## config.mk

```make
export PLATFORM = sky130hd
export DESIGN_NAME = instruction_prefetch_queue
export DESIGN_NICKNAME = d
export VERILOG_FILES = /design/src/rtl/instruction_prefetch_queue.sv
export SDC_FILE = /design/constraint.sdc
export NUM_CORES = 1
export LEC_CHECK = 0
export CAP_MARGIN = 25
export CELL_PAD_IN_SITES_DETAIL_PLACEMENT = 0
export CELL_PAD_IN_SITES_GLOBAL_PLACEMENT = 1
export CORE_AREA = 2 2 164 166
export CTS_BUF_LIST = sky130_fd_sc_hd__clkbuf_16
export DETAILED_ROUTE_END_ITERATION = 8
export DIE_AREA = 0 0 166 168
export PLACE_DENSITY_LB_ADDON = 0.1
export SYNTH_ARGS = -nofsm -noshare
export SYNTH_HDL_FRONTEND = slang
export SYNTH_SLANG_ARGS = --single-unit
export TNS_END_PERCENT = 50
```

## constraint.sdc

```tcl
create_clock -name clock -period 6.86 [get_ports clock]
set_input_delay 0.686 -clock clock [delete_from_list [all_inputs] [get_ports clock]]
set_output_delay 0.686 -clock clock [all_outputs]
set_load 0.03 [all_outputs]
```

## src/rtl/instruction_prefetch_queue.sv

```systemverilog
// Instruction prefetch queue: issues sequential word fetches on the program
// memory bus with a bounded number of reads in flight, buffers the returned
// words with their PCs and hands them to decode over valid/ready. A redirect
// flushes the buffer and discards every response that is still in flight.
module instruction_prefetch_queue #(
    parameter logic [31:0] RESET_PC        = 32'h00400000,
    parameter int          QUEUE_DEPTH     = 4,
    parameter int          MAX_OUTSTANDING = 2
) (
    input  logic        clock,
    input  logic        reset,
    output logic        bus_read_enable,
    output logic [31:0] bus_address,
    input  logic        bus_wait_req,
    input  logic        bus_valid,
    input  logic [31:0] bus_read_data,
    input  logic        redirect,
    input  logic [31:0] redirect_pc,
    output logic        inst_valid,
    output logic [31:0] inst,
    output logic [31:0] inst_pc,
    input  logic        inst_ready
);

    localparam int PTR_W = (QUEUE_DEPTH > 1) ? $clog2(QUEUE_DEPTH) : 1;
    localparam int CNT_W = $clog2(QUEUE_DEPTH + 1);
    localparam int OUT_W = $clog2(MAX_OUTSTANDING + 1);
    localparam logic [31:0] DEPTH_U   = QUEUE_DEPTH;
    localparam logic [31:0] MAX_OUT_U = MAX_OUTSTANDING;

    // Control state
    logic [31:0]      fetch_pc_q, fetch_pc_d;
    logic [31:0]      resp_pc_q, resp_pc_d;
    logic [OUT_W-1:0] outstanding_q, outstanding_d;
    logic [OUT_W-1:0] drop_count_q, drop_count_d;
    logic [CNT_W-1:0] occupancy_q, occupancy_d;
    logic             valid_q, valid_d;
    logic [PTR_W-1:0] rd_ptr_q, rd_ptr_d;
    logic [PTR_W-1:0] wr_ptr_q, wr_ptr_d;

    // Instruction storage (data only, never reset)
    logic [31:0] data_mem_q [QUEUE_DEPTH];
    logic [31:0] pc_mem_q   [QUEUE_DEPTH];

    logic issue, accept, resp_ok, push, pop, mem_we;

    // Low address bits of the redirect target are forced to zero.
    logic redirect_pc_unused;
    assign redirect_pc_unused = ^redirect_pc[1:0];

    function automatic logic [PTR_W-1:0] ptr_inc(input logic [PTR_W-1:0] p);
        if (p == PTR_W'(QUEUE_DEPTH - 1)) begin
            return '0;
        end
        return p + PTR_W'(1);
    endfunction

    // Issue/accept, credit accounting, response filtering and FIFO next-state
    always_comb begin
        issue   = !reset && !redirect
                  && ({{(32-OUT_W){1'b0}}, outstanding_q} < MAX_OUT_U)
                  && (({{(32-OUT_W){1'b0}}, outstanding_q}
                       + {{(32-CNT_W){1'b0}}, occupancy_q}) < DEPTH_U);
        accept  = issue && !bus_wait_req;
        // A response with nothing outstanding is a bus protocol error; ignore it.
        resp_ok = bus_valid && (outstanding_q != '0);
        push    = resp_ok && (drop_count_q == '0);
        pop     = valid_q && inst_ready;
        mem_we  = push && !redirect && !reset;

        fetch_pc_d    = fetch_pc_q;
        resp_pc_d     = resp_pc_q;
        outstanding_d = outstanding_q;
        drop_count_d  = drop_count_q;
        occupancy_d   = occupancy_q;
        rd_ptr_d      = rd_ptr_q;
        wr_ptr_d      = wr_ptr_q;

        if (accept) begin
            fetch_pc_d = fetch_pc_q + 32'd4;
        end

        case ({accept, resp_ok})
            2'b10:   outstanding_d = outstanding_q + OUT_W'(1);
            2'b01:   outstanding_d = outstanding_q - OUT_W'(1);
            default: outstanding_d = outstanding_q;
        endcase

        if (redirect) begin
            // Everything still in flight (minus the response landing now,
            // which is itself discarded) must be dropped when it returns.
            fetch_pc_d   = {redirect_pc[31:2], 2'b00};
            resp_pc_d    = {redirect_pc[31:2], 2'b00};
            drop_count_d = outstanding_q - OUT_W'(resp_ok);
            occupancy_d  = '0;
            rd_ptr_d     = '0;
            wr_ptr_d     = '0;
        end else begin
            if (resp_ok) begin
                if (drop_count_q != '0) begin
                    drop_count_d = drop_count_q - OUT_W'(1);
                end else begin
                    resp_pc_d = resp_pc_q + 32'd4;
                end
            end
            if (push) begin
                wr_ptr_d = ptr_inc(wr_ptr_q);
            end
            if (pop) begin
                rd_ptr_d = ptr_inc(rd_ptr_q);
            end
            case ({push, pop})
                2'b10:   occupancy_d = occupancy_q + CNT_W'(1);
                2'b01:   occupancy_d = occupancy_q - CNT_W'(1);
                default: occupancy_d = occupancy_q;
            endcase
        end

        valid_d = (occupancy_d != '0);
    end

    // Control registers with synchronous reset
    always_ff @(posedge clock) begin
        if (reset) begin
            fetch_pc_q    <= RESET_PC;
            resp_pc_q     <= RESET_PC;
            outstanding_q <= '0;
            drop_count_q  <= '0;
            occupancy_q   <= '0;
            valid_q       <= 1'b0;
            rd_ptr_q      <= '0;
            wr_ptr_q      <= '0;
        end else begin
            fetch_pc_q    <= fetch_pc_d;
            resp_pc_q     <= resp_pc_d;
            outstanding_q <= outstanding_d;
            drop_count_q  <= drop_count_d;
            occupancy_q   <= occupancy_d;
            valid_q       <= valid_d;
            rd_ptr_q      <= rd_ptr_d;
            wr_ptr_q      <= wr_ptr_d;
        end
    end

    // Write accepted responses with their PC into the tail slot
    always_ff @(posedge clock) begin
        if (mem_we) begin
            data_mem_q[wr_ptr_q] <= bus_read_data;
            pc_mem_q[wr_ptr_q]   <= resp_pc_q;
        end
    end

    assign bus_read_enable = issue;
    assign bus_address     = fetch_pc_q;
    assign inst_valid      = valid_q;
    assign inst            = data_mem_q[rd_ptr_q];
    assign inst_pc         = pc_mem_q[rd_ptr_q];

endmodule

```

### Word level (Yosys, flattened, before mapping)

Memory sizes are Yosys's and may differ from the RTL's. A register that Yosys moved wholly into a read port is not among the register bits.
Cells that the tools add are included.

* add/subtract/negate cells: 11
* order comparisons: 2
* equal/unequal tests: 7
* muxes and demuxes: 27
* bitwise operators: 1
* reduce and logical (&&, ||, !) cells: 24

Operators by type and width (number)
* 32-bit two-way mux: 5
* 32-bit by 3-bit adder with 32-bit output (second input constant): 2
* 2-bit two-way mux: 11
* 2-bit nonzero test: 6
* 1-bit logical AND: 9
* 2-bit equality test (second input constant): 4
* 1-bit two-way mux: 8
* 2-bit by 1-bit adder with 2-bit output (second input constant): 3
* 3-bit one-hot mux with 2 select lines: 1
* 2-bit AND reduction: 3
* 2-bit by 3-bit adder with 4-bit output: 1
* 2-bit by 1-bit equality test with 1-bit output (second input constant): 2
* 4-bit by 3-bit less-than comparator with 1-bit output (second input constant): 1
* 2-bit one-hot mux with 2 select lines: 1
* 2-bit by 1-bit subtractor with 2-bit output (second input constant): 2
* 3-bit by 1-bit adder with 3-bit output (second input constant): 1
* 1-bit logical NOT: 3
* 3-bit two-way mux: 1
* 3-bit nonzero test: 1
* 3-bit by 1-bit subtractor with 3-bit output (second input constant): 1
* 2-bit logical NOT: 1
* 2-bit less-than comparator (second input constant): 1
* 2-bit != test (second input constant): 1
* 2-bit OR reduction: 1
* other kinds (2): 2

* bits in registers: 76
* memory bits (writable): 256
* input port bits: 70
* output and inout port bits: 98
* word-level logic and storage cells: 84
* memories kept: 2

Memory list
* data_mem_q: words 4, width 32, read ports 1, clocked after Yosys merged registers in 1, wr ports 1, line 42 `logic [31:0] data_mem_q [QUEUE_DEPTH];`
* pc_mem_q: words 4, width 32, read ports 1, clocked after Yosys merged registers in 1, wr ports 1, line 43 `logic [31:0] pc_mem_q [QUEUE_DEPTH];`

### Logic depth before layout (Yosys ltp)

* depth after elaboration: 7
* depth in mapped cells: 10
* depth with buffers taken out: 10

### Worst setup path after synthesis

Ideal clock, no wire load.

* path kind: input -> register
* start: input reset
* end: memory data_mem_q[0][0], enable pin
* library setup time: 427 ps
* arrival time: 2757 ps
* data required time: 6433 ps
* slack: 3676 ps
* stages: 4
* path buffers: 1
* path through: clkbuf_1 > or2_2 > nor2_1 > and2_1

* longest elaborated chain between the ends: 4

RTL lines
* start: declaration: line 11 `input logic reset,`
* 1-bit logical NOT: line 69 `mem_we = push && !redirect && !reset;`
* 1-bit logical AND: line 69
* 1-bit two-way mux: line 147 `if (mem_we) begin`
* 1-bit two-way mux (implied by the code): line 148 `data_mem_q[wr_ptr_q] <= bus_read_data;`
* end: declaration: line 42

No other way between the ends.

### Worst setup path after layout

* start: input reset
* end: output bus_read_enable

* longest elaborated chain between the ends: 4

RTL lines
* 1-bit logical NOT: line 60 `issue = !reset && !redirect`
* 1-bit logical AND: line 60
* 1-bit logical AND: line 61 `&& ({{(32-OUT_W){1'b0}}, outstanding_q} < MAX_OUT_U)`
* 1-bit logical AND: line 62 `&& (({{(32-OUT_W){1'b0}}, outstanding_q}`
* end: declaration: line 12 `output logic bus_read_enable,`

No other way between the ends.

==> qor.txt <==
Outcome -> finished clean
Later-pin clock latency in the skew report -> 0.50 ns
Drt wl/cell -> 20.1 µm
Antenna violations before repair -> 0
Die ar. -> 27900 µm²
Asr flop ratio synth -> 0%
Max H-tree Level -> 2
Clock tree buffer depth -> 3
Drt drc -> 0
VDD IR max -> 0.000127 V
Dpl cells -> 1283
CTS tree -> built
Layout area overhead -> 23.7%
Post-Syn Area -> 12900 µm²
# rows -> 60
Lkg Pwr -> 0.00517 µW
Max Fclk -> 256 MHz
Worst hold stages -> 2
Total CTS buffers -> 34
Critical Path RT -> 6.17 ns
Critical R2R Capture -> outstanding_q[1]
Unique masters post-synth -> 60
Io pins -> 168
Post-DR vias/cell -> 5.69
Area of the multi-input gates -> 3720 µm²
Worst reg2reg path depth -> 7
Die Span Y -> 168 µm
CP Capture Type -> output pin
Critical path launch point type -> input port
Clock Pin Slew Worst Setup and Hold Paths -> 0.06 ns
Max Slew Vio Count -> 0
Worst-margin pin slew -> 0.945 ns
Reg2reg start -> outstanding_q[1]
DRT antenna net count -> 0
Post-CTS Resized -> 0
Critical path class -> in -> out
Largest net degree at the start of global routing -> 65
Reg2reg setup slack -> 3.87 ns
Post-synth EDFFs -> 248
WHS -> 0.505 ns
RD Place Congestion -> 0.849
Sequential fraction of the synthesis area -> 69.2%
PnR Total Power -> 4230 µW
Fillers -> 1965
Number of buffers added on ports -> 161
Setup TNS Final -> 0 ns
First-pass GRT wire length -> 42.9 mm
Mapped Avg Cell Area -> 15.9 µm²
Rel. slew slack -> 37.0%
Initial DRC count -> 597
DP HPWL -> 17.2 mm
Hold buffer count at cts -> 0
Die Width -> 166 µm
Core area -> 26400 µm²
Congestion Overflow GR -> 0
Final Instance Count excl. Fillers -> 1344
RSZ-0062 raised after global routing -> no
Root buf cell -> clkbuf_16
Hold WC Path Type -> reg -> reg
Share of cells above drive strength 1 -> 13.5%
Clock sinks -> 322
Number of setup violations in the final report -> 0
Critical Path Fanout Max -> 38
Fin crit period -> 3.90 ns
Initial core utilization -> 48.9%
GRT Total Usage -> 19.6%
Hold Crit Start -> rd_ptr_q[1]
Period utilisation layout -> 56.9%
Via Count -> 7649
Synth Warn # -> 0
PwrDens -> 265 nW/µm²
Max Cap Viol -> 0
Hold Vio Cnt, Final -> 0
Synth Register Bits -> 322
Post-synth top flop -> edfxtp_1
Nets -> 1062
WP data arrival -> 3.22 ns
Number of global-route vias before repair -> 7746
Clock skew -> 0.0102 ns
Antenna cells -> 0
Setup Buffers After CTS -> 0
Syn Inst Count -> 810
Sequential Area -> 8930 µm²
Routed wire length -> 27.0 mm
DR pass1 iterations -> 6
-- state kept, by name, summed over array words and instances (netlist names), named ones only --
| register | flops |
|---|---|
| bus_address | 30 |
| data_mem_q | 128 |
| drop_count_q | 2 |
| inst_valid | 1 |
| occupancy_q | 3 |
| outstanding_q | 2 |
| pc_mem_q | 120 |
| rd_ptr_q | 2 |
| resp_pc_q | 30 |
| wr_ptr_q | 2 |
-- where the power goes --
part	internal (µW)	leakage (µW)	switching, µW	total, µW
clock network	1040	0.000538	707	1750
logic	131	0.00178	154	285
registers	2140	0.00286	54.3	2200
-- placed cells by master (no fill, tap or decap), types with 26 or more instances in the layout --
cell type        netlist  final
dfxtp_1               74     72
a21oi_1               36     36
nand2_1               43     43
nand3_1               27     27
inv_1                 22     26
clkdlybuf4s50_1        0    161
nor2_1                34     34
clkbuf_16              0     35
edfxtp_1             248    248
mux4_2                62     62
xor2_1                32     32
-- per-stage QoR --
step | instance area [µm²] | utilization (%) | setup slack, ns
finish | 15900 | 60.5 | 2.96
global route | 15900 | 60.5 | 2.80
CTS | 15900 | 60.4 | 2.89
detailed placement | 14900 | 56.4 | 2.65
global placement | 14900 | 56.4 | 2.73
floorplan | 12900 | - | 3.68
-- area by class of cell --
type	instances	area share, %
clock buffer	35	5.49
multi-input combinational	426	23.4
tap	341	2.68
inverter	24	0.565
timing repair buffer	171	10.7
sequential	322	56.0
clock inverter	25	1.23
-- per-layer routing --
metal	up-vias	routed length (µm)	GRT usage, %
met5	-	0	0
met1	3828	12100	27.1
li1	3503	-	-
met3	43	1650	3.67
met2	275	12800	32.0
met4	0	544	5.60
-- logic make-up after synthesis --
| kind of cell | after synthesis | synth area share [%] |
|---|---|---|
| compound gates | 117 | 5.97 |
| xor+xnor | 47 | 3.19 |
| fa+ha+maj | 13 | 1.32 |
| buf+inv | 65 | 2.04 |
| flops | 322 | 69.2 |
| mux | 63 | 10.9 |
| other cells | 1 | 0.0291 |
| simple gates | 182 | 7.30 |
-- Yosys cell counts (6+ instances only) --
| cell | number | share of area, % |
|---|---|---|
| a211oi_1 | 12 | 0.70 |
| a21boi_0 | 21 | 1.2 |
| a21oi_1 | 36 | 1.4 |
| a31oi_1 | 13 | 0.63 |
| and3_1 | 9 | 0.44 |
| buf_1 | 8 | 0.23 |
| clkbuf_1 | 26 | 0.76 |
| dfxtp_1 | 74 | 11 |
| edfxtp_1 | 248 | 58 |
| ha_1 | 12 | 1.2 |
| inv_1 | 22 | 0.64 |
| mux4_2 | 62 | 11 |
| nand2_1 | 43 | 1.3 |
| nand3_1 | 27 | 1.0 |
| nand4_1 | 19 | 0.92 |
| nor2_1 | 34 | 0.99 |
| nor3_1 | 14 | 0.54 |
| o211ai_1 | 6 | 0.35 |
| o21ai_0 | 7 | 0.27 |
| or3_1 | 7 | 0.34 |
| xnor2_1 | 15 | 1.0 |
| xor2_1 | 32 | 2.2 |
-- worst max-delay path by stage --
stage             start                to  slack (ns)  cells after the start
4_1_cts        register       inst_pc[21]        2.89                      3
2_1_floorplan     reset  data_mem_q[0][0]        3.68                      4
3_3_place_gp      reset   pc_mem_q[2][28]        2.73                      6
6_report          reset   bus_read_enable        2.96                      5
5_1_grt        register       inst_pc[14]        2.80                      3
3_5_place_dp      reset   pc_mem_q[2][28]        2.65                      6
-- critical path, stage by stage --
cell and delay (ns):
clkdlybuf4s50_1 0.72, buf_4 0.42, or2_2 0.44, nor3_1 0.21, clkdlybuf4s50_1 0.73
(Power assumes the default switching activity.)
